## config.mk

```make
export PLATFORM = sky130hd
export DESIGN_NAME = clock_display_driver
export DESIGN_NICKNAME = d
export VERILOG_FILES = /design/src/rtl/clock_display_driver.sv
export SDC_FILE = /design/constraint.sdc
export NUM_CORES = 1
export LEC_CHECK = 0
export ABC_AREA = 1
export BUFFER_PORTS_ARGS = -buffer_cell sky130_fd_sc_hd__buf_2
export CELL_PAD_IN_SITES_DETAIL_PLACEMENT = 1
export CELL_PAD_IN_SITES_GLOBAL_PLACEMENT = 1
export CORE_MARGIN = 2
export CORE_UTILIZATION = 46
export CTS_BUF_LIST = sky130_fd_sc_hd__clkbuf_4
export CTS_CLUSTER_DIAMETER = 30
export DETAILED_ROUTE_END_ITERATION = 10
export PLACE_DENSITY_LB_ADDON = 0.05
export SETUP_SLACK_MARGIN = 0.05
export SYNTH_ARGS = -nofsm -noshare
export SYNTH_HDL_FRONTEND = slang
export SYNTH_SLANG_ARGS = --single-unit
```

## constraint.sdc

```tcl
create_clock -name clk -period 4 [get_ports clk]
set_input_delay 0.4 -clock clk [delete_from_list [all_inputs] [get_ports clk]]
set_output_delay 0.4 -clock clk [all_outputs]
set_load 0.02 [all_outputs]
```

## src/rtl/clock_display_driver.sv

```systemverilog
// Multiplexed 6-digit HH:MM:SS common-anode 7-segment driver with per-frame time snapshot.
// Optional 12-hour display with PM dot on hours-ones when H12_MODE_EN is defined.
module clock_display_driver #(
    parameter int unsigned REFRESH_DIV = 50000
) (
    input  logic       clk,
    input  logic       reset_n,
    input  logic       en,
    input  logic [5:0] sec,
    input  logic [5:0] min,
    input  logic [4:0] hr,
    output logic [5:0] an,
    output logic [6:0] seg,
    output logic       dp
);

    localparam int unsigned    DivW    = (REFRESH_DIV > 1) ? $clog2(REFRESH_DIV) : 1;
    localparam logic [DivW-1:0] DivMax = DivW'(REFRESH_DIV - 1);
    localparam logic [6:0]     SegDash = 7'b0111111;

    logic [DivW-1:0] r_div;
    logic [2:0]      r_idx;
    logic [5:0]      r_sec;
    logic [5:0]      r_min;
    logic [4:0]      r_hr;
    logic [5:0]      r_an;
    logic [6:0]      r_seg;
    logic            r_dp;

    logic            w_wrap;
    logic            w_sec_ok;
    logic            w_min_ok;
    logic            w_hr_ok;
    logic            w_pm;
    logic [4:0]      w_hr_disp;
    logic [5:0]      w_hr_disp6;
    logic [5:0]      w_digit;
    logic            w_dash;
    logic [5:0]      w_an;

    function automatic logic [6:0] f_seg(input logic [5:0] d);
        case (d)
            6'd0:    f_seg = 7'b1000000;
            6'd1:    f_seg = 7'b1111001;
            6'd2:    f_seg = 7'b0100100;
            6'd3:    f_seg = 7'b0110000;
            6'd4:    f_seg = 7'b0011001;
            6'd5:    f_seg = 7'b0010010;
            6'd6:    f_seg = 7'b0000010;
            6'd7:    f_seg = 7'b1111000;
            6'd8:    f_seg = 7'b0000000;
            6'd9:    f_seg = 7'b0010000;
            default: f_seg = 7'b1111111;
        endcase
    endfunction

    assign w_wrap   = (r_div == DivMax);
    assign w_sec_ok = (r_sec <= 6'd59);
    assign w_min_ok = (r_min <= 6'd59);
    assign w_hr_ok  = (r_hr <= 5'd23);

`ifdef H12_MODE_EN
    always_comb begin
        w_hr_disp = r_hr;
        if (r_hr == 5'd0) begin
            w_hr_disp = 5'd12;
        end else if (r_hr > 5'd12) begin
            w_hr_disp = r_hr - 5'd12;
        end
    end
    assign w_pm = w_hr_ok && (r_hr >= 5'd12);
`else
    assign w_hr_disp = r_hr;
    assign w_pm      = 1'b0;
`endif

    assign w_hr_disp6 = {1'b0, w_hr_disp};

    always_comb begin
        w_digit = 6'd0;
        w_dash  = 1'b0;
        w_an    = 6'b111111;
        case (r_idx)
            3'd0: begin
                w_digit = r_sec % 6'd10;
                w_dash  = ~w_sec_ok;
                w_an    = 6'b111110;
            end
            3'd1: begin
                w_digit = r_sec / 6'd10;
                w_dash  = ~w_sec_ok;
                w_an    = 6'b111101;
            end
            3'd2: begin
                w_digit = r_min % 6'd10;
                w_dash  = ~w_min_ok;
                w_an    = 6'b111011;
            end
            3'd3: begin
                w_digit = r_min / 6'd10;
                w_dash  = ~w_min_ok;
                w_an    = 6'b110111;
            end
            3'd4: begin
                w_digit = w_hr_disp6 % 6'd10;
                w_dash  = ~w_hr_ok;
                w_an    = 6'b101111;
            end
            3'd5: begin
                w_digit = w_hr_disp6 / 6'd10;
                w_dash  = ~w_hr_ok;
                w_an    = 6'b011111;
            end
            default: begin
                w_digit = 6'd0;
                w_dash  = 1'b1;
                w_an    = 6'b111111;
            end
        endcase
    end

    // Shadow registers only load at the 5->0 wrap so a frame never mixes two times.
    always_ff @(posedge clk or negedge reset_n) begin
        if (!reset_n) begin
            r_div <= '0;
            r_idx <= 3'd0;
            r_sec <= 6'd0;
            r_min <= 6'd0;
            r_hr  <= 5'd0;
        end else begin
            if (w_wrap) begin
                r_div <= '0;
                if (r_idx == 3'd5) begin
                    r_idx <= 3'd0;
                    r_sec <= sec;
                    r_min <= min;
                    r_hr  <= hr;
                end else begin
                    r_idx <= r_idx + 3'd1;
                end
            end else begin
                r_div <= r_div + 1'b1;
            end
        end
    end

    always_ff @(posedge clk or negedge reset_n) begin
        if (!reset_n) begin
            r_an  <= 6'b111111;
            r_seg <= 7'b1111111;
            r_dp  <= 1'b1;
        end else begin
            r_an  <= en ? w_an : 6'b111111;
            r_seg <= w_dash ? SegDash : f_seg(w_digit);
            r_dp  <= ~(w_pm && (r_idx == 3'd4));
        end
    end

    assign an  = r_an;
    assign seg = r_seg;
    assign dp  = r_dp;

endmodule

```

==> metrics.md <==
| Metric | Value |
|---|---|
| Status | `completed` |
| RePlAce Congestion | `between 0.9 and 1` |
| Synth Net Count | `429` |
| Global-route wire length before repair | `13.2 mm` |
| Routed Antenna Nets | `0` |
| Async S/R FF share, synth | `1.00` |
| Required time of the critical path | `4.32 ns` |
| Most common cell after layout, fill and taps aside | `nand2_1` |
| Cells after Synth | `398` |
| Critical Path Start Type | `flip-flop` |
| Setup TNS Final | `0 ns` |
| CP max FO | `6` |
| Die area | `around 0.0076 mm^2` |
| FF+latch count, synth | `slightly below 50` |
| N_diodes | `0` |
| Unrepaired setup endpoints after global routing | `no` |
| Layout cell share with drive strength beyond 1 | `0.290` |
| Final Util | `0.519` |
| Layout area overhead | `9.50%` |
| Peak VDD IR | `0.000186 V` |
| Port bufs | `32` |
| Hpwl dp | `6.37 mm` |
| Drt total wl | `7.82 mm` |
| Power Total | `1.08 mW` |
| Row cnt | `30` |
| Via count | `~2,700` |
| Synth Flop Type | `dfrtp_1` |
| CP Class | `flip-flop to flip-flop` |
| Filler instances | `864` |
| Clk_skew | `roughly 0.011 ns` |
| Skew-Pair Late Insertion Delay | `0.37 ns` |
| Number of setup violations in the final report | `0` |
| Leak | `about 1.7 nW` |
| P per Cell Area | `308 mW/mm^2` |
| Distinct cells, synth | `42` |
| Initial antenna violation count | `0` |
| Final Net Count | `465` |
| DRC Markers | `0` |
| Buf+Inv Stages, Crit Path | `2` |
| Syn_area_per_cell | `8.04 um^2` |
| Starting Density | `0.474` |
| Worst hold path type | `input pin to flip-flop` |
| Worst path slowest cell | `dfrtp_1` |
| Synth top area cells | `dfrtp_1, dfstp_2, nand2_1` |
| Tmin final | `3.53 ns` |
| Post-synth top area share | `0.282` |
| Iter 0 DRT Violations | `97` |
| Htree depth | `2` |
| Worst setup EP type | `flip-flop` |
| Final hold vios | `0` |
| Clk root buf | `clkbuf_4` |
| Number of synthesized flops with an enable pin | `0` |
| Largest net degree at the start of global routing | `38` |
| Tot GR Track Use | `0.218` |
| Post-synthesis sequential area ratio | `0.388` |
| Crit path largest cell delay | `0.51 ns` |
| Post-CTS setup buffers | `0` |
| Most frequent CP cell | `nand2_1` |
| Most frequent cells in the layout | `nand2_1, inv_1, nor2_1, dfrtp_1, buf_2` |
| Fin. max-slew vios | `0` |
| CP top delay family | `simple AND/OR/NAND/NOR gates` |
| Total core area | `0.00676 mm^2` |
| Largest area contributor in the netlist | `dfrtp_1` |
| Die Wd | `roughly 87 um` |
| Vias in the first global route | `2,759` |
| Drt pass-1 iters | `4` |
| I/O pin cnt | `34` |
| Worst-path clk slew | `0.16 ns` |
| Average wire per standard cell | `approximately 15 um` |
| Clock sink count | `49` |
| Yosys warning total | `0` |
| Grt total ovfl | `0` |
| Cell Chain, Critical Path | `nor2_4 > nand3_1 > nand2_1 > nand2_2 > nand2_1 > nand2_1 > inv_1 > ha_1 > nand3_1 > nor2_4 > nand2_2 > nand3_4 > nand2_2 > nand2_2 > nand2_2 > a21o_1 > nand2_1 > nand2_1 > nand2_1 > inv_1 > ha_1 > or2_1 > o211ai_1 > nand2_1` |
| CTS Buffer Depth | `2` |
| Final cycle utilization of the critical path | `0.881` |
| Via-to-Cell Ratio | `5.27` |
| Max Cap Viol | `0` |
| Die span in y | `87.4 um` |
| Critical Path AT | `a little under 4 ns` |
| CTS tree | `built` |
| Tightest Pin Transition | `0.769 ns` |
| Mapped cell area | `approximately 0.0032 mm^2` |
| FMAX | `roughly 280 MHz` |
| Total CTS buffers | `5` |
| Worst relative slew slack | `0.486` |
==> Yosys cell counts, types with 5 or more instances <==
master     n
nand2_2   16
mux2_2    17
a21oi_1   15
nand4_1    7
nor2_2     5
nand2_1   79
nand3_1   30
inv_1     49
ha_1      11
nand3_2    7
nand2_4    5
nor2_1    35
o211ai_1   5
o21ai_0   11
inv_2     10
dfstp_2   13
dfrtp_1   36
==> area by class of cell <==
cell class / count / area (um^2) / area share
clock inverter: 3 / 16.3 / 0.00464
timing repair buffer: 34 / 178 / 0.0507
sequential: 49 / 1240 / 0.355
tap: 80 / 100 / 0.0286
inverter: 60 / 228 / 0.0650
clock buffer: 5 / 37.5 / 0.0107
multi-input combinational: 284 / 1700 / 0.485
==> final timing paths <==
check                                      from              endpoint  slack, ns  depth (start not counted)
max                        r_idx[0]$_DFFE_PN0N_      seg[0]$_DFF_PN1_       0.47                         24
min                                          en       an[3]$_DFF_PN1_       0.21                          2
max reg2reg                r_idx[0]$_DFFE_PN0N_      seg[0]$_DFF_PN1_       0.47                         24
min reg2reg                  r_div[0]$_DFF_PN0_    r_div[0]$_DFF_PN0_       0.48                          1
max in group asynchronous               reset_n  r_idx[1]$_DFFE_PN0N_       2.79                          3
min in group asynchronous               reset_n  r_min[5]$_DFFE_PN0P_       0.41                          2
==> cell families (layout without fill, tap and decap cells) <==
logic type	Yosys count	after routing	synth area share
mux	17	17	0.0598
fa+ha+maj	11	11	0.0430
compound gates	46	46	0.0856
other cells	1	1	0.00117
simple gates	205	205	0.330
xor+xnor	4	4	0.0110
flops	49	49	0.388
buf+inv	65	102	0.0806
==> registers in the layout, indices dropped and copies added, names as in the netlist <==
name	count
r_sec	6
r_min	6
r_idx	3
an	6
r_hr	5
seg	7
r_div	16
==> through the flow <==
step,hold WS (ns),instance area (um^2),cells,setup slack [ns]
floorplan,0.104,3200,398,0.934
global placement,0.290,3440,506,0.536
detailed placement,0.292,3440,506,0.372
CTS,0.209,3500,515,0.330
global route,0.204,3500,515,0.0740
finish,0.213,3500,515,0.475
==> report_power, final <==
part	internal [mW]	switching, mW	leakage (nW)
sequential	0.546	0.0180	0.583
clock	0.0675	0.172	0.0307
combinational	0.0957	0.179	1.11
==> what timing repair did <==
| action | 4_1_cts | 5_1_grt |
|---|---|---|
| endpoints found under the setup margin | 0 | 6 |
| hold buffers | 1 | 0 |
| hold endpoints to repair | 8 | 0 |
| resized for setup | 0 | 3 |
==> per-layer routing <==
metal | routed length (um) | vias up | global-route usage
met5 | 0 | - | 0
met4 | 53 | 0 | 0.0294
met1 | 3770 | 1305 | 0.295
li1 | - | 1363 | -
met3 | 186 | 6 | 0.0313
met2 | 3820 | 40 | 0.379
(Power assumes the default switching activity.)
